### src/rtl/y86_decode_stage_p.sv
// ---------------------------------------------------------------------------
// y86_decode_stage_p
// Y86-64 decode stage for the 5-stage pipeline. It sits between the D and E
// pipeline registers, holds the architectural register file, and is written
// back from the W register.
//
// Parameters
//   XLEN     : data width of registers and of all forwarded values
//   NREGS    : number of architectural registers (4'hF is RNONE)
//   SP_IDX   : index of %rsp (used by call/ret/pushq/popq)
//   SP_RESET : reset value of register SP_IDX
//
// Ports
//   clk, reset            : clock, synchronous active-high reset
//   D_*                   : instruction fields from the D register
//   E_bubble / E_stall    : hazard control for the E register
//   e_/M_/W_ dst & val    : forwarding sources (W also writes the regfile)
//   d_srcA / d_srcB       : combinational source IDs to hazard control
//   E_*                   : registered outputs to execute
//   regs_flat             : debug view, register r at [r*XLEN +: XLEN]
//   d_load_use            : load/use hazard flag (only with the macro below)
//
// Optional feature: define Y86_LOAD_USE_DETECT_EN to add d_load_use and to
// make the E register take a nop when a load/use hazard is detected.
// ---------------------------------------------------------------------------
module y86_decode_stage_p #(
  parameter int XLEN     = 64,
  parameter int NREGS    = 15,
  parameter int SP_IDX   = 4,
  parameter int SP_RESET = 1023
) (
  input  logic                  clk,
  input  logic                  reset,
  input  logic [2:0]            D_stat,
  input  logic [3:0]            D_icode,
  input  logic [3:0]            D_ifun,
  input  logic [3:0]            D_rA,
  input  logic [3:0]            D_rB,
  input  logic [XLEN-1:0]       D_valC,
  input  logic [XLEN-1:0]       D_valP,
  input  logic                  E_bubble,
  input  logic                  E_stall,
  input  logic [3:0]            e_dstE,
  input  logic [XLEN-1:0]       e_valE,
  input  logic [3:0]            M_dstE,
  input  logic [XLEN-1:0]       M_valE,
  input  logic [3:0]            M_dstM,
  input  logic [XLEN-1:0]       m_valM,
  input  logic [3:0]            W_dstE,
  input  logic [XLEN-1:0]       W_valE,
  input  logic [3:0]            W_dstM,
  input  logic [XLEN-1:0]       W_valM,
  output logic [3:0]            d_srcA,
  output logic [3:0]            d_srcB,
  output logic [2:0]            E_stat,
  output logic [3:0]            E_icode,
  output logic [3:0]            E_ifun,
  output logic [XLEN-1:0]       E_valC,
  output logic [XLEN-1:0]       E_valA,
  output logic [XLEN-1:0]       E_valB,
  output logic [3:0]            E_dstE,
  output logic [3:0]            E_dstM,
  output logic [3:0]            E_srcA,
  output logic [3:0]            E_srcB,
`ifdef Y86_LOAD_USE_DETECT_EN
  output logic                  d_load_use,
`endif
  output logic [NREGS*XLEN-1:0] regs_flat
);

  localparam logic [3:0] RNONE   = 4'hF;
  localparam logic [3:0] SP      = 4'(SP_IDX);
  localparam logic [3:0] I_CMOV  = 4'h2;
  localparam logic [3:0] I_IRMOV = 4'h3;
  localparam logic [3:0] I_RMMOV = 4'h4;
  localparam logic [3:0] I_MRMOV = 4'h5;
  localparam logic [3:0] I_OPQ   = 4'h6;
  localparam logic [3:0] I_JXX   = 4'h7;
  localparam logic [3:0] I_CALL  = 4'h8;
  localparam logic [3:0] I_RET   = 4'h9;
  localparam logic [3:0] I_PUSH  = 4'hA;
  localparam logic [3:0] I_POP   = 4'hB;

  typedef struct packed {
    logic [2:0]      stat;
    logic [3:0]      icode;
    logic [3:0]      ifun;
    logic [XLEN-1:0] valc;
    logic [XLEN-1:0] vala;
    logic [XLEN-1:0] valb;
    logic [3:0]      dste;
    logic [3:0]      dstm;
    logic [3:0]      srca;
    logic [3:0]      srcb;
  } ereg_t;

  logic [XLEN-1:0] rf_q [NREGS];
  logic [XLEN-1:0] rf_d [NREGS];
  ereg_t           ereg_q;
  ereg_t           ereg_d;

  logic [3:0]      d_dste;
  logic [3:0]      d_dstm;
  logic [XLEN-1:0] rf_a;
  logic [XLEN-1:0] rf_b;
  logic [XLEN-1:0] d_vala;
  logic [XLEN-1:0] d_valb;
  logic            load_use;

  // The bubble/reset contents of the E register: a nop with AOK status.
  function automatic ereg_t ereg_nop();
    ereg_t n;
    n.stat  = 3'd1;
    n.icode = 4'h1;
    n.ifun  = 4'h0;
    n.valc  = '0;
    n.vala  = '0;
    n.valb  = '0;
    n.dste  = RNONE;
    n.dstm  = RNONE;
    n.srca  = RNONE;
    n.srcb  = RNONE;
    return n;
  endfunction

  // Forwarding priority: newest producer first. W_dstM precedes W_dstE so a
  // popq %rsp in write-back forwards the popped value, matching the regfile.
  function automatic logic [XLEN-1:0] fwd(input logic [3:0] src,
                                          input logic [XLEN-1:0] rf_val);
    logic [XLEN-1:0] v;
    if (src == RNONE)        v = rf_val;
    else if (src == e_dstE)  v = e_valE;
    else if (src == M_dstM)  v = m_valM;
    else if (src == M_dstE)  v = M_valE;
    else if (src == W_dstM)  v = W_valM;
    else if (src == W_dstE)  v = W_valE;
    else                     v = rf_val;
    return v;
  endfunction

  // Decode table: register IDs read and written by each instruction class.
  always_comb begin
    d_srcA = RNONE;
    d_srcB = RNONE;
    d_dste = RNONE;
    d_dstm = RNONE;
    case (D_icode)
      I_CMOV:  begin d_srcA = D_rA;                d_dste = D_rB; end
      I_IRMOV: begin                               d_dste = D_rB; end
      I_RMMOV: begin d_srcA = D_rA; d_srcB = D_rB;                end
      I_MRMOV: begin d_srcB = D_rB;                d_dstm = D_rA; end
      I_OPQ:   begin d_srcA = D_rA; d_srcB = D_rB; d_dste = D_rB; end
      I_CALL:  begin d_srcB = SP;                  d_dste = SP;   end
      I_RET:   begin d_srcA = SP;   d_srcB = SP;   d_dste = SP;   end
      I_PUSH:  begin d_srcA = D_rA; d_srcB = SP;   d_dste = SP;   end
      I_POP:   begin d_srcA = SP;   d_srcB = SP;   d_dste = SP; d_dstm = D_rA; end
      default: begin d_srcA = RNONE; d_srcB = RNONE; d_dste = RNONE; d_dstm = RNONE; end
    endcase
  end

  // Register file read ports; RNONE and indices beyond NREGS read as zero.
  always_comb begin
    rf_a = '0;
    rf_b = '0;
    for (int r = 0; r < NREGS; r++) begin
      rf_a = (d_srcA != RNONE && d_srcA == 4'(r)) ? rf_q[r] : rf_a;
      rf_b = (d_srcB != RNONE && d_srcB == 4'(r)) ? rf_q[r] : rf_b;
    end
  end

  // Operand selection: jXX/call carry valP in valA, otherwise forward.
  always_comb begin
    d_vala = (D_icode == I_JXX || D_icode == I_CALL) ? D_valP : fwd(d_srcA, rf_a);
    d_valb = fwd(d_srcB, rf_b);
  end

`ifdef Y86_LOAD_USE_DETECT_EN
  // Load/use hazard: the load in E produces a register decode wants now.
  always_comb begin
    load_use = (ereg_q.icode == I_MRMOV || ereg_q.icode == I_POP) &&
               (ereg_q.dstm != RNONE) &&
               (ereg_q.dstm == d_srcA || ereg_q.dstm == d_srcB);
  end
  assign d_load_use = load_use;
`else
  assign load_use = 1'b0;
`endif

  // Register file next state: E port first, M port overrides on a clash.
  always_comb begin
    for (int r = 0; r < NREGS; r++) begin
      rf_d[r] = rf_q[r];
      rf_d[r] = (W_dstE != RNONE && W_dstE == 4'(r)) ? W_valE : rf_d[r];
      rf_d[r] = (W_dstM != RNONE && W_dstM == 4'(r)) ? W_valM : rf_d[r];
    end
  end

  // E register next state: bubble beats stall; hazard nop only when loading.
  always_comb begin
    ereg_d = ereg_q;
    if (E_bubble) begin
      ereg_d = ereg_nop();
    end else if (E_stall) begin
      ereg_d = ereg_q;
    end else if (load_use) begin
      ereg_d = ereg_nop();
    end else begin
      ereg_d.stat  = D_stat;
      ereg_d.icode = D_icode;
      ereg_d.ifun  = D_ifun;
      ereg_d.valc  = D_valC;
      ereg_d.vala  = d_vala;
      ereg_d.valb  = d_valb;
      ereg_d.dste  = d_dste;
      ereg_d.dstm  = d_dstm;
      ereg_d.srca  = d_srcA;
      ereg_d.srcb  = d_srcB;
    end
  end

  // State registers: register file and E pipeline register.
  always_ff @(posedge clk) begin
    if (reset) begin
      for (int r = 0; r < NREGS; r++) begin
        rf_q[r] <= (r == SP_IDX) ? XLEN'(SP_RESET) : '0;
      end
      ereg_q <= ereg_nop();
    end else begin
      for (int r = 0; r < NREGS; r++) begin
        rf_q[r] <= rf_d[r];
      end
      ereg_q <= ereg_d;
    end
  end

  assign E_stat  = ereg_q.stat;
  assign E_icode = ereg_q.icode;
  assign E_ifun  = ereg_q.ifun;
  assign E_valC  = ereg_q.valc;
  assign E_valA  = ereg_q.vala;
  assign E_valB  = ereg_q.valb;
  assign E_dstE  = ereg_q.dste;
  assign E_dstM  = ereg_q.dstm;
  assign E_srcA  = ereg_q.srca;
  assign E_srcB  = ereg_q.srcb;

  for (genvar g = 0; g < NREGS; g++) begin : g_flat
    assign regs_flat[g*XLEN +: XLEN] = rf_q[g];
  end

endmodule

### config.mk
export PLATFORM = sky130hd
export DESIGN_NAME = y86_decode_stage_p
export DESIGN_NICKNAME = d
export VERILOG_FILES = /design/src/rtl/y86_decode_stage_p.sv
export SDC_FILE = /design/constraint.sdc
export NUM_CORES = 2
export LEC_CHECK = 0
export CAP_MARGIN = 20
export CORE_AREA = 2 2 649 651
export CTS_BUF_LIST = sky130_fd_sc_hd__clkbuf_8
export DETAILED_ROUTE_END_ITERATION = 10
export DIE_AREA = 0 0 651 653
export HOLD_SLACK_MARGIN = 0.08
export MAX_ROUTING_LAYER = met4
export PLACE_DENSITY_LB_ADDON = 0.1
export SKIP_LAST_GASP = 1
export SLEW_MARGIN = 20
export SYNTH_ARGS = -nofsm -noshare
export SYNTH_HDL_FRONTEND = slang
export SYNTH_SLANG_ARGS = --single-unit
### constraint.sdc
create_clock -name clk -period 3.1 [get_ports clk]
set_clock_uncertainty 0.05 [all_clocks]
set_input_delay 0.62 -clock clk [delete_from_list [all_inputs] [get_ports clk]]
set_output_delay 0.62 -clock clk [all_outputs]
set_load 0.005 [all_outputs]
==> Word level (Yosys, flattened, before mapping) <==
Memory sizes are Yosys's and may differ from the RTL's.
Index checks and enable logic that the tools add are counted.
{ "totals": {"mem_bits_rw": 960, "in_bits": 491, "mem_count": 1, "out_inout_bits": 1187, "elab_cells": 275, "regBits": 219} }
{ "memory_table": {"columns": ["memory", "words", "width", "rd", "rd_ports_with_merged_regs", "wr", "line", "text"], "rows": [
  ["rf_q", 15, 64, 15, 0, 15, "97", "logic [XLEN-1:0] rf_q [NREGS];"]
]} }
{ "op_classes": {"eq_ne": 82, "n_reduce_logical": 72, "muxes": 95, "bitwise": 15} }
{ "op_table": {"columns": ["op", "count"], "rows": [
  ["$mux 64", 88],
  ["$eq 4x4->1 const B", 34],
  ["$eq 4x3->1 const B", 20],
  ["$logic_and 1x1->1", 60],
  ["$eq 4x2->1 const B", 10],
  ["$eq 4x4->1", 10],
  ["$pmux 4 s2", 3],
  ["$eq 4x1->1 const B", 4],
  ["$logic_not 4->1", 4],
  ["$ne 4x4->1 const B", 4],
  ["$or 1x1->1", 15],
  ["$reduce_or 4->1", 2],
  ["$reduce_or 2->1", 3],
  ["$reduce_or 3->1", 2],
  ["$mux 4", 1],
  ["$mux 1", 3],
  ["$logic_or 1x1->1", 1]
]} }

==> Depth between registers and ports, before layout <==
{ "depth": {"word_depth": 27, "ltp_mapped": 15, "ltp_nobuf": 10} }

==> Worst setup path after synthesis <==
OpenSTA, ideal clock, no wires.
{ "synth_timing": {"kind": "input-to-reg", "start": "input port D_icode[3]", "end": "register ereg_q (netlist bit E_valB[54])", "setup_time_ns": 0.117, "t_arrival_ns": 2.851, "cell_stages": 12, "required_ns": 2.933, "path_buffers": 4, "slack_ns": 0.082, "cell_sequence": "buf_2 nor2b_1 buf_4 buf_6 buf_2 a31oi_1 nand3_1 o221ai_1 a211oi_1 a2111oi_2 nand4_1 a32o_1"} }
{ "synth_via": {"elab_chain_len": 26, "word_cells_on_any_way": 68, "cone_classes": "eq/ne: 28; mux: 22; reduce/logical: 18"} }
{ "synth_lines": {"columns": ["element", "line", "text"], "rows": [
  ["start, declared", "35", "input logic [3:0] D_icode,"],
  ["$eq 4x4->1 or $eq 4x3->1 (tied branches)", "147", "case (D_icode)"],
  ["$reduce_or 4->1 (no source line) or $reduce_or 3->1 (tied branches)", null, null],
  ["$pmux 4 s2 (*)", "147", null],
  ["$ne 4x4->1 or $logic_not 4->1 (tied branches)", "167", "rf_b = (d_srcB != RNONE && d_srcB == 4'(r)) ? rf_q[r] : rf_b;"],
  ["$logic_and 1x1->1", "167", null],
  ["$mux 64 (15 in series)", "167", null],
  ["$mux 64", "136", "else if (src == W_dstE) v = W_valE;"],
  ["$mux 64", "135", "else if (src == W_dstM) v = W_valM;"],
  ["$mux 64", "134", "else if (src == M_dstE) v = M_valE;"],
  ["$mux 64", "133", "else if (src == M_dstM) v = m_valM;"],
  ["$mux 64", "132", "else if (src == e_dstE) v = e_valE;"],
  ["$mux 64 (*)", "131", "if (src == RNONE) v = rf_val;"],
  ["end signal, assigned", "227", "ereg_q <= ereg_nop();"],
  ["end signal, assigned", "232", "ereg_q <= ereg_d;"],
  ["end, declared", "99", "ereg_t ereg_q;"]
]} }
Every way passes the cells marked *; elsewhere a longest branch is shown, timed or not.
A chain may end at the register's enable or synchronous reset.

==> Final worst setup path <==
{ "layout_timing": {"start": "input port D_icode[0]", "end": "register ereg_q (netlist bit E_valA[47])"} }
{ "layout_via": {"elab_chain_len": 27, "word_cells_on_any_way": 71, "cone_classes": "eq/ne: 29; mux: 23; reduce/logical: 19"} }
{ "layout_lines": {"columns": ["element", "line", "text"], "rows": [
  ["$eq 4x4->1 (tied with other cells)", "147", null],
  ["$reduce_or 4->1 (no source line) or $reduce_or 2->1 (tied branches)", null, null],
  ["$pmux 4 s2", "147", null],
  ["$ne 4x4->1 or $logic_not 4->1 (tied branches)", "166", "rf_a = (d_srcA != RNONE && d_srcA == 4'(r)) ? rf_q[r] : rf_a;"],
  ["$logic_and 1x1->1", "166", null],
  ["$mux 64 (15 in series)", "166", null],
  ["$mux 64", "136", null],
  ["$mux 64", "135", null],
  ["$mux 64", "134", null],
  ["$mux 64", "133", null],
  ["$mux 64", "132", null],
  ["$mux 64", "131", null],
  ["$mux 64 (*)", "173", "d_vala = (D_icode == I_JXX || D_icode == I_CALL) ? D_valP : fwd(d_srcA, rf_a);"]
]} }
Marked as above.

==> reports/results.tsv <==
metric	value	unit
via_count	98200	
cp_cell_sequence	buf_2, buf_12, buf_8, o21bai_4, or4_4, buf_6, nand2_8, bufbuf_16, a222oi_1, a21oi_1, buf_4, a21oi_2, buf_4, o211ai_1, a21oi_2, o31ai_4	
grt_use_met2	58.5	%
ff_latch_area	23800	um2
clk_pin_slew_worst_paths	60	ps
synth_top_family_by_area	compound AO/OA/AOI/OAI gates	
totalWireLength	848000	um
crit_required	4060	ps
crit_type	primary input to flop	
final_area	120000	um2
cts_max_path_buffers	4	
ys_types	95	
synth.top_cell.area_share	32.9	%
r2r_end	E_valB[41]$_SDFFE_PP0N_	
synthTopCellsByArea	dfxtp_1, mux2i_1, a211oi_1	
cts.sinks	1179	
initial_core_util	17.1	%
synthAdderAreaFrac	0	%
rr_worst_depth	11	
port_buffers	1677	
cp.arrival	4130	ps
worst_slack	-75.0	ps
met3_usage	6.55	%
endpoint_kind	flop	
routedWlPerCell	47.8	um
path_max_fanout	11	
synth-xor-area-share	0.293	%
vias_per_cell	5.53	
ctsRootBufferMaster	clkbuf_8	
synth_seq_cells	1179	
setup_viol	24	
clk_latency	1180	ps
die_x	651	um
netlist_instances	8933	
p_leak	45.5	nW
worstMarginPinSlew	1380	ps
critPathLaunchType	primary input	
avgSynthCellArea	8.03	um2
finalWeightedCongestion	1.01	
cap_violations	0	
grt_max_degree	165	
dieArea	425000	um2
p_per_area	436	nW/um2
ant_nets	0	
final_cell_mix	buf_4, clkdlybuf4s50_1, nor2_1	
yosysSeqAreaShare	32.9	%
cts_tree	yes	
fillers	44800	
cts_made_buffers	279	
holdCritPathClass	primary input to flop	
coreArea	418000	um2
period_share	102	%
ys_async_sr_fraction	0	%
worst_path_max_delay_cell	o211ai_1	
fin_nets	12400	
grt_overflow	0	
period_minus_slack	3170	ps
slowest_delay	630	ps
grt_usage	39.2	%
muxShareOfSynthArea	13.8	%
reg2reg_slack	20	ps
drc	0	
multiInputGateArea	45200	um2
hold_viol	0	
synth_flop_cell	dfxtp_1	
synthSimpleGateAreaFrac	13.3	%
r2r_start	rf_q[0][169]$_SDFFE_PP0P_	
hp-start	D_rA[0]	
synth_edf_count	0	
synth_compound_area_share	32.8	%
dr.pass1.iters	7	
rows	238	
holdPathStages	5	
fmax	315	MHz
dpl.hpwl	697000	um
h-tree-depth	5	
dr.first_iter.drc_count	13300	
utilization	28.7	%
grt_pass1_vias	91800	
top_usage_layer	met2	
antenna_found_initial	150	
synth_warnings	0	
finalSetupTns	-707	ps
globalRouteMet1Util	48.7	%
finalMaxSlewViolations	0	
syn-cell-area	71700	um2
min_delay_worst_endpoint	E_dstM[0]$_SDFFE_PP1N_	
ios	1678	
syn2layout_area_growth	67.2	%
drive_gt1_share	25.6	%
syn_nets	9424	
yosysTopAreaCell	dfxtp_1	
ir_drop	0.294	mV
violations	negative setup slack	
rsz0062_at_grt	true	
holdWs	182	ps
power.total	0.0523	W
layout_commonest_cell	buf_4	
maxSlewHeadroom	8.19	%
placed_area	112000	um2
fp.dieH	653	um
grt_pass1_wl	1070000	um
status	finished, violations left	
-- metrics by stage --
step	setup slack, ps	std cells
6_report	-75.0	17800
5_1_grt	-94.1	17700
4_1_cts	-71.9	17700
3_5_place_dp	-2730	17100
3_3_place_gp	-2710	17100
2_1_floorplan	81.6	8933
-- worst max-delay path: cells and delay by family --
family / cells / cell delay, ps
AOI/OAI and AO/OA: 7 / 1710
buffers and inverters: 7 / 1180
and+or+nand+nor: 2 / 580
-- how the worst max path moves through the flow --
stage	start	endpoint	slack (ps)	cells after the start
6_report	D_icode[0]	E_valA[47]$_SDFFE_PP0N_	-70	16
5_1_grt	D_icode[0]	E_valA[33]$_SDFFE_PP0N_	-90	18
4_1_cts	D_rA[0]	E_valA[29]$_SDFFE_PP0N_	-70	17
3_5_place_dp	D_icode[3]	E_valA[5]$_SDFFE_PP0N_	-2730	17
3_3_place_gp	D_icode[3]	E_valA[5]$_SDFFE_PP0N_	-2710	17
2_1_floorplan	D_icode[3]	E_valB[54]$_SDFFE_PP0N_	80	12
-- routing by layer --
layer  vias to the layer above  routed length [um]
met4                         0               67800
met3                      1297               61400
li1                      40200                   -
met5                         -                   0
met1                     50300              351000
met2                      6377              368000
-- report_power, final --
part           internal [W]  switching, W  leakage, nW
Sequential           0.0159       0.00171         9.68
Clock                0.0103       0.00970         3.21
Combinational       0.00587       0.00878         32.6
Total                0.0321        0.0202         45.5
-- final cells by class --
type	instances	area share, %
clock buffers	335	3.84
flip-flops and latches	1179	19.8
diodes	93	0.194
clock inverters	151	0.770
well taps	5520	5.76
inverters	19	0.0720
multi-input cells	6553	37.7
repair buffers	3907	31.8
-- cell families (layout without fill, tap and decap cells) --
| family | count (synthesis) | count (layout) |
|---|---|---|
| compound gates | 3227 | 3227 |
| simple gates | 2311 | 2311 |
| buf+inv | 1201 | 4412 |
| flops | 1179 | 1179 |
| mux | 991 | 991 |
| xor+xnor | 24 | 24 |
| other cells | 0 | 93 |
-- cell usage after synthesis, types with 76 or more instances --
master,n
buf_1,121
a221oi_1,207
nand3_1,76
o211ai_1,92
a222oi_1,126
a22oi_1,138
o21ai_0,422
a22o_1,83
a21oi_1,374
o22ai_1,174
clkbuf_1,851
dfxtp_1,1179
mux2i_1,987
a221o_1,81
nand2_1,573
buf_2,174
nor2_1,1382
a211oi_1,935
o221ai_1,171
-- registers in the layout, summed over array words and instances (netlist names) --
name and cells:
E_dstM 4, E_valC 64, E_valA 64, E_srcA 4, E_valB 64, rf_q 960
E_dstE 4, E_srcB 4, E_icode 4, E_ifun 4, E_stat 3
-- timing repair --
action	CTS	global route
resized for setup	445	123
endpoints found under the hold margin	82	0
setup buffers	40	14
pin swaps	38	61
cloned	2	0
setup endpoints to repair	381	108
hold buffers	58	0
(Power assumes the default switching activity.)
